$ cat src/rtl/mix_pkg.sv
// Shared constants and helpers for the mix slot datapath.
// The saturating-add helper is only called when MIX_COMB_SAT_EN is defined.
package mix_pkg;

    localparam int MIX_WIDTH_DEFAULT = 8;
    localparam int MIX_MAX_WIDTH     = 64;

    // Operands are zero-extended to 64 bits; width selects the saturation ceiling (1..64).
    function automatic logic [MIX_MAX_WIDTH-1:0] mix_sat_add(
        input logic [MIX_MAX_WIDTH-1:0] x,
        input logic [MIX_MAX_WIDTH-1:0] y,
        input int unsigned              width
    );
        logic [MIX_MAX_WIDTH:0] sum_ext;
        logic [MIX_MAX_WIDTH:0] max_ext;
        sum_ext = {1'b0, x} + {1'b0, y};
        max_ext = ({{MIX_MAX_WIDTH{1'b0}}, 1'b1} << width) - 1'b1;
        if (sum_ext > max_ext) begin
            return max_ext[MIX_MAX_WIDTH-1:0];
        end
        return sum_ext[MIX_MAX_WIDTH-1:0];
    endfunction

endpackage

$ cat src/rtl/mix_adder.sv
// Unsigned WIDTH-bit adder for the mix slot; wraps by default and
// saturates to all ones when MIX_COMB_SAT_EN is defined (WIDTH <= 64).
module mix_adder
    import mix_pkg::*;
#(
    parameter int WIDTH = MIX_WIDTH_DEFAULT
) (
    input  logic [WIDTH-1:0] op_a,
    input  logic [WIDTH-1:0] op_b,
    output logic [WIDTH-1:0] sum
);

`ifdef MIX_COMB_SAT_EN
    logic [MIX_MAX_WIDTH-1:0] sat_full;

    assign sat_full = mix_sat_add(MIX_MAX_WIDTH'(op_a), MIX_MAX_WIDTH'(op_b), WIDTH);
    assign sum      = sat_full[WIDTH-1:0];
`else
    // Carry-out is intentionally dropped: result is the sum modulo 2^WIDTH.
    assign sum = op_a + op_b;
`endif

endmodule

$ cat src/rtl/mix_core.sv
// Glue stage for the mix slot: one data register, an adder and two select muxes.
// MIX_COMB_SAT_EN switches comb_out from wrap-around to saturating addition.
module mix_core
    import mix_pkg::*;
#(
    parameter int WIDTH = MIX_WIDTH_DEFAULT
) (
    input  logic             clk,
    input  logic             rst,
    input  logic [WIDTH-1:0] data_in,
    input  logic [WIDTH-1:0] comb_in,
    input  logic [WIDTH-1:0] comb_add,
    input  logic [WIDTH-1:0] a,
    input  logic             sel,
    input  logic             b,
    output logic [WIDTH-1:0] data_out,
    output logic [WIDTH-1:0] comb_out,
    output logic [WIDTH-1:0] out,
    output logic             c
);

    logic [WIDTH-1:0] data_reg;
    logic [WIDTH-1:0] data_next;

    // rst is active-low and only takes effect on a rising edge.
    assign data_next = rst ? data_in : '0;

    always_ff @(posedge clk) begin
        data_reg <= data_next;
    end

    assign data_out = data_reg;

    mix_adder #(
        .WIDTH (WIDTH)
    ) u_adder (
        .op_a (comb_in),
        .op_b (comb_add),
        .sum  (comb_out)
    );

    genvar gi;
    generate
        for (gi = 0; gi < WIDTH; gi++) begin : g_out_mux
            assign out[gi] = sel ? a[gi] : data_reg[gi];
        end
    endgenerate

    assign c = sel & b;

endmodule

$ cat config.mk
export PLATFORM = sky130hd
export DESIGN_NAME = mix_core
export DESIGN_NICKNAME = d
export VERILOG_FILES = /design/src/rtl/mix_pkg.sv /design/src/rtl/mix_adder.sv /design/src/rtl/mix_core.sv
export SDC_FILE = /design/constraint.sdc
export NUM_CORES = 1
export LEC_CHECK = 0
export ABC_CLOCK_PERIOD_IN_PS = 2500
export CORE_MARGIN = 4
export CORE_UTILIZATION = 25
export CTS_CLUSTER_DIAMETER = 200
export DETAILED_ROUTE_END_ITERATION = 8
export PLACE_DENSITY = 0.69
export SLEW_MARGIN = 20
export SYNTH_ARGS = -nofsm -noshare
export SYNTH_HDL_FRONTEND = slang
export SYNTH_SLANG_ARGS = --single-unit
export TNS_END_PERCENT = 20
$ cat constraint.sdc
create_clock -name clk -period 2.5 [get_ports clk]
set_input_delay 0.5 -clock clk [delete_from_list [all_inputs] [get_ports clk]]
set_output_delay 0.5 -clock clk [all_outputs]
set_load 0.01 [all_outputs]
After elaboration in Yosys (flattened, before gate mapping)
Index checks and enable logic that the tools add are counted.

Bits in registers: 8. Bits of input ports: 36. Output and inout port bits: 25. Word-level logic and storage cells: 11.

Add/subtract/negate cells: 1. Muxes and demuxes: 8. Bitwise gates (word level): 1.

Operators by type and width (number): adder 8 bit (1); 2-to-1 mux 1 bit (8); bitwise AND 1 bit (1).

Depth between registers and ports, before layout
Depth in word-level cells: 1. Gate-level depth with buffers: 6. Gate-level depth less buffers: 6.

Hierarchy
A second synthesis with hierarchy kept.

Cell total of the unflattened synthesis: 68. Area total of the unflattened synthesis: 680.7 µm².

Modules (own cells, without submodules): mix_core (times used 1, cells an instance 26, area each 349.1 µm², seq. area each 160.2 µm²); mix_adder (times used 1, cells an instance 42, area each 331.6 µm², seq. area each 0.0 µm²).

Least setup slack after synthesis
No wires, ideal clock.

Kind: input port to output port. From: input comb_in[0]. To: output comb_out[6]. Data arrival time: 1704 ps. Data required time: 2000 ps. Path slack: 296 ps. Stages: 6. Buffers on the path: 0. Cell sequence: ha_1 > inv_1 > fa_1 > nor2b_4 > o31a_1 > o311ai_1.

Longest elaborated chain between the ends: 1.

RTL lines: from (decl) (RTL line mix_core.sv:11) `input logic [WIDTH-1:0] comb_in,`; adder 8 bit (RTL line mix_adder.sv:20) `assign sum = op_a + op_b;`; to (decl) (RTL line mix_core.sv:17) `output logic [WIDTH-1:0] comb_out,`.

No other way between the ends.

Worst setup path after layout
From: input sel. To: output out[4].

Longest elaborated chain between the ends: 1.

RTL lines: from (decl) (RTL line mix_core.sv:14) `input logic sel,`; 2-to-1 mux 1 bit (RTL line mix_core.sv:45) `assign out[gi] = sel ? a[gi] : data_reg[gi];`; to (decl) (RTL line mix_core.sv:18) `output logic [WIDTH-1:0] out,`.

No other way between the ends.

==> results summary <==
The leading register cell type out of synthesis is sky130_fd_sc_hd__dfxtp_1. The antenna diode instance count is 0. The total area inside the core boundary comes to 0.002455 mm2. The wire length of the first global-routing pass came out at 3477 um. The layout filler cell count came out at 224. The required time of the critical path is 2000 ps. The number of standard cells in the final layout excluding fillers is 173.

The number of nets handed over by synthesis was 112. The area of the mapped netlist is 643.1 um2. Headroom to the max-slew limit came out at 0.8121. The via count of the first global-routing pass came out at 864. The worst ir drop on vdd came out at 0.2264 mV. The overall power consumption is 514.0 uW. The flip-flop and latch count after synthesis is 8. The total CTS buffers came out at 3. The number of I/O pins is 61.

The flip-flop count of the largest register, all copies and words added came out at 8. The die area is 0.003448 mm2. The post-CTS clock slew at the launch and capture registers of the worst setup and hold paths is 50 ps. The worst setup path is captured at a primary output.

The detail-routed via count per cell came out at 4.711. Buffers placed on the I/O ports in this run total 60. The count of endpoints failing hold in the final timing report was 0. The synthesized netlist cell count came out at 68. The kind of cell with the highest combined delay along the critical path is buffers and inverters. The time the worst path needs with I/O delays and setup is 2439 ps.

By count the netlist is led by sky130_fd_sc_hd__and2_1 (9), sky130_fd_sc_hd__dfxtp_1 (8), sky130_fd_sc_hd__mux2_2 (8), sky130_fd_sc_hd__ha_1 (7). Prior to clock tree synthesis, the placed netlist has a worst setup slack of -589.7 ps. Together, buffers and inverters on the worst path number 3. For this run, the total global-route usage over all layers was measured as 0.1305. The final net count came out at 189. The share of the synthesized area in the top cell type came out at 0.2490. The number of setup buffers added after CTS came out at 0.

The classification of the worst-slack hold path is input pin to flip-flop. The worst setup path is launched from an input pin. Setup repair after global routing left no endpoint under its margin. The number of unique standard cell types used by synthesis came out at 27.

The synthesized design contains 0 enable-type register cells. TritonCTS built the clock tree. The floorplan step set the die width to 58.72 um. The number of antenna violations at the first check in global routing is 0.

Derived from the worst setup path, the maximum achievable clock frequency is 410.1 MHz. For this run, the slowest stage of the critical path takes 480 ps. Adding up every negative setup slack in the final design gives 0 ps. The number of sinks on the clock net is 8. A synthesized cell averages 9.458 um2. Entering global routing, the biggest net connects 9 pins. The H-tree level count came out at 1. The signal on the critical path passes through clkdlybuf4s50_1 > buf_4 > mux2_2 > clkdlybuf4s50_1. For this design the ratio of total power to cell area is 358.2 mW/mm2. For this block, the routed nets add up to 2269 um of wire. The number of placed instances, taps included is 170. The cell type with the highest occurrence count on the critical path is sky130_fd_sc_hd__clkdlybuf4s50_1. Of the cells placed in the final design, the portion with a size suffix greater than 1 is 0.2937. The maximum number of buffers from clock root to sink is 2. The number of rows in the core area came out at 18. The yosys synthesis warning count came out at 0.

Summed over all instances, the cell type with the most area after synthesis is sky130_fd_sc_hd__dfxtp_1. The number of endpoints failing setup at the final stage is 0. The wire-length estimate of the detail-placed layout is 1903 um. The sequential fraction of the synthesis area is 0.2490. The total grt overflow is 0.

The root buffer cell chosen for the clock tree is sky130_fd_sc_hd__clkbuf_4. For this run, the detailed router's first-pass iteration total came to 4. Of the available clock period, the critical path in the final layout requires 0.9754.

At the pin with the least slew margin, the transition time is 280.6 ps. The cts-stage hold buffer count came out at 0. The final-report max-slew violation count came out at 0. The proportion of synthesized flip-flops having asynchronous set or reset came out at 0.

The leakage dissipation came out at 0.0005930 uW. The weighted congestion at the end of routability-driven global placement is 0.7452. The minimum setup slack in the final design is 61.48 ps. The total number of vias came out at 815. The signal arrival time at the worst endpoint is 1940 ps. The flow ran to the end, and the final reports show no timing, DRC or antenna violations. In this run the remaining antenna-violating nets after routing total 0.

Among all stages on the critical path, the largest delay is contributed by sky130_fd_sc_hd__clkdlybuf4s50_1. The area growth from synthesis to layout is 123.2%. The final core area utilization is 0.5846. In the routed design, unresolved DRC markers number 0. In this run the worst path has a maximum fanout of 4.

In this run the vertical extent of the chip is 58.72 um. For this configuration, the core starts out at a cell density of 0.2620. Among all cell types in the netlist, the one instantiated most often is sky130_fd_sc_hd__and2_1. In this run, the number of DRC markers left after iteration 0 of detailed routing was 20. After synthesis, the cell types taking the most area are sky130_fd_sc_hd__dfxtp_1 (25%), sky130_fd_sc_hd__mux2_2 (14%), sky130_fd_sc_hd__ha_1 (14%). The worst setup path is of the input pin to primary output kind. After detailed routing, the average wire length per cell comes to 13.12 um. Across the run, the number of max-cap violations was 0.
[path summary, 6_finish.rpt]
check	startpoint	to	slack (ps)	cells past startpoint
setup / recovery	sel	out[4]	60	4
hold / removal	data_in[4]	data_out[4]	820	2
[stage by stage]
step | cell area (um2) | hold slack, ps
floorplan | 643.1 | 621.7
finish | 1435 | 822.4
global placement | 1374 | 1081
detailed placement | 1374 | 1088
CTS | 1394 | 822.1
global route | 1435 | 825.4
[metal layers]
metal | wire, um | track usage | vias up
li1 | - | - | 398
met1 | 874 | 0.1275 | 354
met2 | 952 | 0.2240 | 61
met3 | 426 | 0.08553 | 2
met4 | 14 | 0.03883 | 0
met5 | 0 | 0 | -
[layout make-up]
class | instances | area, um2 | share of cell area
Tap cell | 30 | 37.54 | 0.02616
Clock buffer | 3 | 22.52 | 0.01569
Sequential cell | 8 | 160.2 | 0.1116
Timing Repair Buffer | 73 | 669.4 | 0.4664
Multi-Input combinational cell | 54 | 526.8 | 0.3670
Inverter | 5 | 18.77 | 0.01308
[layout by cell type, fill, tap and decap left out, drive strengths merged, types with 2 or more instances in the layout]
cell type	netlist	final
and2	9	9
dfxtp	8	8
inv	5	5
mux2	8	8
ha	7	7
o211ai	3	3
nor2b	2	2
a21oi	5	5
o311ai	2	2
o21ai	2	2
xnor2	2	2
buf	1	18
clkbuf	0	3
xor2	2	2
clkdlybuf4s50	0	47
dlygate4sd2	0	7
[where the power goes]
group	total, uW	leakage [uW]	internal (uW)	switching, uW
Combinational	280	0.000513	173	107
Clock	95.9	0.0000138	54.7	41.1
Sequential	138	0.0000667	135	3.79
[kinds of logic after synthesis]
| kind of cell | count (synthesis) | share of synthesized area |
|---|---|---|
| flip-flops | 8 | 0.2490 |
| buffers and inverters | 6 | 0.03696 |
| multiplexers | 8 | 0.1401 |
| AND/OR/NAND/NOR | 16 | 0.1595 |
| adder cells (fa/ha/maj) | 8 | 0.1673 |
| XOR/XNOR | 4 | 0.05448 |
| AO/OA/AOI/OAI | 18 | 0.1926 |
[repair_timing]
action / in CTS / in global routing
resized for setup: 40 / 5
cloned: 0 / 0
pin swaps: 12 / 4
endpoints found under the setup margin: 7 / 3
Note: power is estimated with default switching activity, not from simulation.
